### config.mk
export PLATFORM = sky130hd
export DESIGN_NAME = reg_writeback_ctrl_flat
export DESIGN_NICKNAME = d
export VERILOG_FILES = /design/src/rtl/reg_writeback_ctrl_if.sv /design/src/rtl/reg_writeback_ctrl.sv /design/src/flat_wrapper.sv
export SDC_FILE = /design/constraint.sdc
export NUM_CORES = 1
export LEC_CHECK = 0
export BUFFER_PORTS_ARGS = -buffer_cell sky130_fd_sc_hd__buf_2
export CAP_MARGIN = 10
export CORE_UTILIZATION = 55
export CTS_CLUSTER_DIAMETER = 40
export CTS_CLUSTER_SIZE = 40
export DETAILED_ROUTE_END_ITERATION = 12
export PLACE_DENSITY_LB_ADDON = 0.08
export SETUP_SLACK_MARGIN = 0.02
export SLEW_MARGIN = 20
export SYNTH_ARGS = -nofsm -noshare
export SYNTH_HDL_FRONTEND = slang
export SYNTH_SLANG_ARGS = --single-unit
### constraint.sdc
create_clock -name clk -period 3.05 [get_ports clk]
set_input_delay 0.61 -clock clk [delete_from_list [all_inputs] [get_ports clk]]
set_output_delay 0.61 -clock clk [all_outputs]
set_load 0.01 [all_outputs]
### src/rtl/reg_writeback_ctrl_if.sv
// Result/write-port bundle for reg_writeback_ctrl.
//   alu_*   : single-cycle ALU result, no backpressure
//   mem_*   : load-unit result, valid/ready
//   mul_*   : mul/div result, valid/ready
//   issue_* : long-latency issue notification (sets the scoreboard)
//   enable_reg_write/addr_write/write_data : register-file write port
//   busy_mask/stall_req : scoreboard and ALU-bubble request to issue
// slave is the controller side; master is the pipeline/testbench side.
interface reg_writeback_ctrl_if;
  logic        alu_valid;
  logic [4:0]  alu_rd;
  logic [31:0] alu_data;
  logic        mem_valid;
  logic        mem_ready;
  logic [4:0]  mem_rd;
  logic [31:0] mem_data;
  logic        mul_valid;
  logic        mul_ready;
  logic [4:0]  mul_rd;
  logic [31:0] mul_data;
  logic        issue_valid;
  logic [4:0]  issue_rd;
  logic        enable_reg_write;
  logic [4:0]  addr_write;
  logic [31:0] write_data;
  logic [31:0] busy_mask;
  logic        stall_req;

  modport slave (
    input  alu_valid, alu_rd, alu_data,
    input  mem_valid, mem_rd, mem_data,
    input  mul_valid, mul_rd, mul_data,
    input  issue_valid, issue_rd,
    output mem_ready, mul_ready,
    output enable_reg_write, addr_write, write_data,
    output busy_mask, stall_req
  );

  modport master (
    output alu_valid, alu_rd, alu_data,
    output mem_valid, mem_rd, mem_data,
    output mul_valid, mul_rd, mul_data,
    output issue_valid, issue_rd,
    input  mem_ready, mul_ready,
    input  enable_reg_write, addr_write, write_data,
    input  busy_mask, stall_req
  );
endinterface

### src/rtl/reg_writeback_ctrl.sv
// Register-file write-side controller.
// Merges ALU (highest priority, always accepted) with load and mul/div
// results (round-robin into a DEPTH-entry FIFO) onto one registered write
// port, tracks pending long-latency destinations in busy_mask, and raises
// stall_req when the FIFO fills or has been starved by the ALU for
// STARVE_LIMIT cycles.
// Ports: clk, reset_n (async, active low), wb (reg_writeback_ctrl_if.slave).
module reg_writeback_ctrl #(
  parameter int DEPTH        = 4,
  parameter int STARVE_LIMIT = 8
) (
  input  logic                 clk,
  input  logic                 reset_n,
  reg_writeback_ctrl_if.slave  wb
);
  localparam int PW = (DEPTH > 1) ? $clog2(DEPTH) : 1;
  localparam int CW = $clog2(DEPTH + 1);
  localparam int SW = $clog2(STARVE_LIMIT + 1);
  localparam logic [CW-1:0] FULL_CNT   = CW'(DEPTH);
  localparam logic [SW-1:0] STARVE_MAX = SW'(STARVE_LIMIT);

  typedef struct packed {
    logic [4:0]  rd;
    logic [31:0] data;
  } wb_entry_t;

  typedef enum logic {RR_MEM = 1'b0, RR_MUL = 1'b1} rr_e;

  wb_entry_t     fifo_q [DEPTH];
  wb_entry_t     enq_entry, head;
  logic [PW-1:0] wr_ptr, rd_ptr;
  logic [CW-1:0] count, count_next;
  logic [SW-1:0] starve, starve_next;
  rr_e           rr;
  logic          full, mem_acc, mul_acc, enq, deq;
  logic [31:0]   set_vec, clr_vec, busy, busy_next;
  logic          wr_en;
  logic [4:0]    wr_addr;
  logic [31:0]   wr_data;
  logic          stall;

  // Full FIFO blocks both sources even if a dequeue frees a slot this cycle.
  assign full         = (count == FULL_CNT);
  assign wb.mem_ready = !full && (!wb.mul_valid || rr == RR_MEM);
  assign wb.mul_ready = !full && (!wb.mem_valid || rr == RR_MUL);
  assign mem_acc      = wb.mem_valid && wb.mem_ready;
  assign mul_acc      = wb.mul_valid && wb.mul_ready;
  assign enq          = mem_acc || mul_acc;
  assign head         = fifo_q[rd_ptr];
  // ALU owns the port whenever valid; the FIFO drains only in ALU gaps.
  assign deq          = !wb.alu_valid && (count != '0);
  assign count_next   = count + CW'(enq) - CW'(deq);

  always_comb begin
    enq_entry = mem_acc ? wb_entry_t'{wb.mem_rd, wb.mem_data}
                        : wb_entry_t'{wb.mul_rd, wb.mul_data};
  end

  // Counts only while the ALU holds off a non-empty FIFO; any other cycle
  // either dequeues or has nothing queued, both of which clear it.
  always_comb begin
    starve_next = '0;
    if (wb.alu_valid && count != '0)
      starve_next = (starve == STARVE_MAX) ? starve : starve + SW'(1);
  end

  // Set applied after clear so a same-cycle reissue keeps the bit pending.
  always_comb begin
    set_vec   = (wb.issue_valid && wb.issue_rd != 5'd0) ? (32'(1) << wb.issue_rd) : '0;
    clr_vec   = deq ? (32'(1) << head.rd) : '0;
    busy_next = ((busy & ~clr_vec) | set_vec) & ~32'd1;
  end

  always_ff @(posedge clk) begin
    if (enq) fifo_q[wr_ptr] <= enq_entry;
  end

  always_ff @(posedge clk or negedge reset_n) begin
    if (!reset_n) begin
      wr_ptr  <= '0;
      rd_ptr  <= '0;
      count   <= '0;
      starve  <= '0;
      rr      <= RR_MEM;
      busy    <= '0;
      stall   <= 1'b0;
      wr_en   <= 1'b0;
      wr_addr <= '0;
      wr_data <= '0;
    end else begin
      count  <= count_next;
      starve <= starve_next;
      busy   <= busy_next;
      stall  <= (count_next == FULL_CNT) || (starve_next == STARVE_MAX);
      if (enq) begin
        wr_ptr <= wr_ptr + PW'(1);
        if (wb.mem_valid && wb.mul_valid) rr <= (rr == RR_MEM) ? RR_MUL : RR_MEM;
      end
      if (wb.alu_valid) begin
        wr_en   <= (wb.alu_rd != 5'd0);
        wr_addr <= wb.alu_rd;
        wr_data <= wb.alu_data;
      end else if (deq) begin
        rd_ptr  <= rd_ptr + PW'(1);
        wr_en   <= (head.rd != 5'd0);
        wr_addr <= head.rd;
        wr_data <= head.data;
      end else begin
        wr_en   <= 1'b0;
      end
    end
  end

  assign wb.enable_reg_write = wr_en;
  assign wb.addr_write       = wr_addr;
  assign wb.write_data       = wr_data;
  assign wb.busy_mask        = busy;
  assign wb.stall_req        = stall;
endmodule

### src/flat_wrapper.sv
// flat-port wrapper written by rule: the top's interface ports become plain ports
module reg_writeback_ctrl_flat 
#(
  parameter int DEPTH        = 4,
  parameter int STARVE_LIMIT = 8
)
  (clk, reset_n, wb_alu_valid, wb_alu_rd, wb_alu_data, wb_mem_valid, wb_mem_rd, wb_mem_data, wb_mul_valid, wb_mul_rd, wb_mul_data, wb_issue_valid, wb_issue_rd, wb_mem_ready, wb_mul_ready, wb_enable_reg_write, wb_addr_write, wb_write_data, wb_busy_mask, wb_stall_req);
  reg_writeback_ctrl_if wb_i ();
  input  logic clk;
  input  logic reset_n;
  input wire logic [$bits(wb_i.alu_valid)-1:0] wb_alu_valid;
  input wire logic [$bits(wb_i.alu_rd)-1:0] wb_alu_rd;
  input wire logic [$bits(wb_i.alu_data)-1:0] wb_alu_data;
  input wire logic [$bits(wb_i.mem_valid)-1:0] wb_mem_valid;
  input wire logic [$bits(wb_i.mem_rd)-1:0] wb_mem_rd;
  input wire logic [$bits(wb_i.mem_data)-1:0] wb_mem_data;
  input wire logic [$bits(wb_i.mul_valid)-1:0] wb_mul_valid;
  input wire logic [$bits(wb_i.mul_rd)-1:0] wb_mul_rd;
  input wire logic [$bits(wb_i.mul_data)-1:0] wb_mul_data;
  input wire logic [$bits(wb_i.issue_valid)-1:0] wb_issue_valid;
  input wire logic [$bits(wb_i.issue_rd)-1:0] wb_issue_rd;
  output wire logic [$bits(wb_i.mem_ready)-1:0] wb_mem_ready;
  output wire logic [$bits(wb_i.mul_ready)-1:0] wb_mul_ready;
  output wire logic [$bits(wb_i.enable_reg_write)-1:0] wb_enable_reg_write;
  output wire logic [$bits(wb_i.addr_write)-1:0] wb_addr_write;
  output wire logic [$bits(wb_i.write_data)-1:0] wb_write_data;
  output wire logic [$bits(wb_i.busy_mask)-1:0] wb_busy_mask;
  output wire logic [$bits(wb_i.stall_req)-1:0] wb_stall_req;
  assign wb_i.alu_valid = wb_alu_valid;
  assign wb_i.alu_rd = wb_alu_rd;
  assign wb_i.alu_data = wb_alu_data;
  assign wb_i.mem_valid = wb_mem_valid;
  assign wb_i.mem_rd = wb_mem_rd;
  assign wb_i.mem_data = wb_mem_data;
  assign wb_i.mul_valid = wb_mul_valid;
  assign wb_i.mul_rd = wb_mul_rd;
  assign wb_i.mul_data = wb_mul_data;
  assign wb_i.issue_valid = wb_issue_valid;
  assign wb_i.issue_rd = wb_issue_rd;
  assign wb_mem_ready = wb_i.mem_ready;
  assign wb_mul_ready = wb_i.mul_ready;
  assign wb_enable_reg_write = wb_i.enable_reg_write;
  assign wb_addr_write = wb_i.addr_write;
  assign wb_write_data = wb_i.write_data;
  assign wb_busy_mask = wb_i.busy_mask;
  assign wb_stall_req = wb_i.stall_req;
  reg_writeback_ctrl #(.DEPTH(DEPTH), .STARVE_LIMIT(STARVE_LIMIT)) u_core (.clk(clk), .reset_n(reset_n), .wb(wb_i));
endmodule
==> flow_summary.json <==
{
  "dieArea_sq_um": 18100,
  "ctsResizeCount": 0,
  "p_per_area_nw_per_um2": 1080,
  "grt_util_all_layers_pct": 24.6,
  "critPathRequiredTime_ns": 3.45,
  "worstSetupPathType": "reg -> reg",
  "drive_above_1_share_pct": 42.4,
  "yosysUniqueCellTypes": 37,
  "port_buffers": 193,
  "cts_tree": "done",
  "cts.sink_count": 230,
  "ir_drop_mv": 0.590,
  "finalHoldViolCount": 0,
  "final.setup.tns_ns": 0,
  "rsz0062_at_grt": "no",
  "setup_viol": 0,
  "finalCritPeriodShare_pct": 79.2,
  "area_growth_pct": 24.7,
  "clkLatencyLatePin_ns": 0.50,
  "placed_area_sq_um": 10900,
  "postCtsSetupRepairBufs": 0,
  "arrival_ns": 2.82,
  "syn_inst": 608,
  "clock_skew_ns": 0.0172,
  "grt_overflow": 0,
  "cts_max_path_buffers": 3,
  "core_area_sq_um": 17200,
  "dieHeight_microns": 135,
  "cts_made_buffers": 34,
  "max_freq_ghz": 0.414,
  "outcome": "finished, final reports clean",
  "netlist_area_sq_um": 9680,
  "crit_path_max_fanout": 8,
  "reg2reg_depth": 7,
  "synth-seq-area-share_pct": 67.1,
  "globalplace.congestion": 0.824,
  "crit_path_end_kind": "flop",
  "avgSynthCellArea_sq_um": 15.9,
  "ant_nets": 0,
  "grt_pass1_vias": 6306,
  "cp-start-kind": "flop",
  "finalCriticalPeriod_ns": 2.42,
  "drt_pass1_iterations": 5,
  "tightest_slew_ns": 0.768,
  "max-slew-margin-rel_pct": 48.8,
  "p_leak_nw": 4.98,
  "slew_viol_final": 0,
  "pin_count": 195,
  "wirelength_microns": 21500,
  "drc": 0,
  "grt_max_degree": 78,
  "drt_iter0_markers": 354,
  "hold_class": "in -> async",
  "placement_rows": 48,
  "cap_violations": 0,
  "start_util_pct": 56.1,
  "cts_max_level": 2,
  "final_cell_area_sq_um": 12100,
  "fp.dieW_microns": 135,
  "avgViaCountPerCell": 5.65,
  "synth-warning-count": 0,
  "synth_seq_cells": 230,
  "syn_nets": 739,
  "vias": 6003,
  "antenna_found_initial": 2,
  "clk_pin_slew_ns": 0.06,
  "wl_per_cell_microns": 20.3,
  "post-dp-hpwl_microns": 13900,
  "finalNetCount": 942,
  "cts_root_buf": "clkbuf_16",
  "holdBufCountCts": 0,
  "grt_pass1_wl_microns": 33800,
  "rrSetupSlack_ns": 0.63
}
-- per-layer routing --
layer	part of all wire [%]	wire, microns	up-vias	track usage, %
met2	49	10600	211	40.5
li1	-	-	2742	-
met5	0.060	13	-	0
met3	5.3	1150	36	4.77
met4	1.9	402	2	7.93
met1	43	9360	3012	33.2
-- critical path, stage by stage (launching register included) --
cell     delay (ns)
dfrtp_1        0.42
nor3b_1        0.54
nor2_1         0.30
ha_1           0.30
fa_1           0.40
xnor2_1        0.21
nand2_1        0.08
o31ai_1        0.07
-- per-stage QoR --
step	setup slack [ns]	total power (W)	hold WS (ns)	cells	utilization, %
floorplan	0.767	0.00780	0.314	608	-
global placement	0.706	0.00906	0.481	1000	63.4
detailed placement	0.639	0.00926	0.497	1000	63.4
CTS	0.627	0.0132	0.100	1062	70.0
global route	0.360	0.0137	0.134	1062	70.0
finish	0.634	0.0130	0.0965	1063	70.0
-- logic make-up after synthesis --
logic type | Yosys count | synth area share (%)
flip-flops | 230 | 67.1
multiplexers | 111 | 16.7
AO/OA/AOI/OAI | 104 | 7.11
AND/OR/NAND/NOR | 95 | 4.60
buffers and inverters | 50 | 2.42
adder cells (fa/ha/maj) | 9 | 1.24
XOR/XNOR | 8 | 0.724
other | 1 | 0.0387
-- Yosys cell counts --
library cell  count  area, sq um
a21oi_1           3         15.0
and2_1            4         25.0
and3_1            1         6.26
buf_1             1         3.75
buf_2            16         80.1
buf_4             1         7.51
buf_6             3         33.8
clkbuf_1         18         67.6
conb_1            1         3.75
dfrtp_1          82         2050
edfxtp_1        148         4440
fa_1              1         20.0
ha_1              8          100
inv_1            11         41.3
mux2_2           37          417
mux2i_1          37          370
mux4_2           37          833
nand2_1          53          199
nand2b_1          7         43.8
nand3_1           2         10.0
nand3b_1          5         37.5
nand4_1           2         12.5
nor2_1            9         33.8
nor3_1            2         10.0
nor3b_1           1         7.51
o21ai_0          56          280
o21ai_1           1         5.00
o31ai_1          31          233
o31ai_2          11          138
o41ai_1           2         17.5
or2_1             2         12.5
or2_2             1         6.26
or3_1             4         25.0
or3b_2            1         8.76
or4_1             1         7.51
xnor2_1           5         43.8
xor2_1            3         26.3
-- layout by cell type, fill, tap and decap left out, types with 6 or more instances in the layout --
cell       instances
clkbuf_16         34
nand2_1           52
edfxtp_1         148
buf_2            192
o21ai_0           56
nor2_1             9
o31ai_1           31
nand2b_1           7
buf_4              8
ha_1               8
mux4_2            37
inv_1             11
buf_12             6
mux2i_1           37
mux2_2            37
dfrtp_1           80
o31ai_2           11
-- power by group --
| part | internal (W) | switching [W] | total [W] | leakage (nW) |
|---|---|---|---|---|
| clock | 0.00244 | 0.00142 | 0.00386 | 0.552 |
| combinational | 0.00177 | 0.00230 | 0.00407 | 2.07 |
| sequential | 0.00460 | 0.000492 | 0.00509 | 2.36 |
-- registers in the layout (all words and copies together) (netlist names) --
signal and cells:
u_core.wr_ptr 2, u_core.wb.enable_reg_write 1, u_core.wb.stall_req 1, u_core.wb.addr_write 5, u_core.wb.busy_mask 31, u_core.starve 4, u_core.rr 1, u_core.count 3
u_core.wb.write_data 32, u_core.rd_ptr 2, u_core.fifo_q 148
-- path summary, 6_finish.rpt --
| kind | start | to |
|---|---|---|
| max in group asynchronous | reset_n | u_core.wb.write_data[7] |
| setup / recovery | u_core.count[1] | u_core.wb.stall_req |
| hold reg to reg | u_core.wb.busy_mask[9] | u_core.wb.busy_mask[9] |
| min in group clk | wb_alu_data[13] | u_core.wb.write_data[13] |
| setup reg to reg | u_core.count[1] | u_core.wb.stall_req |
| hold / removal | reset_n | u_core.wb.write_data[1] |
-- area by class of cell --
type / count / area [sq um]
Sequential cell: 230 / 6500
Tap cell: 225 / 282
Clock inverter: 24 / 268
Timing Repair Buffer: 206 / 1140
Clock buffer: 38 / 876
Fill cell: 1196 / 5170
Antenna cell: 1 / 2.50
Multi-Input combinational cell: 328 / 2960
Inverter: 11 / 41.3
Power figures use the tool's default switching activity.
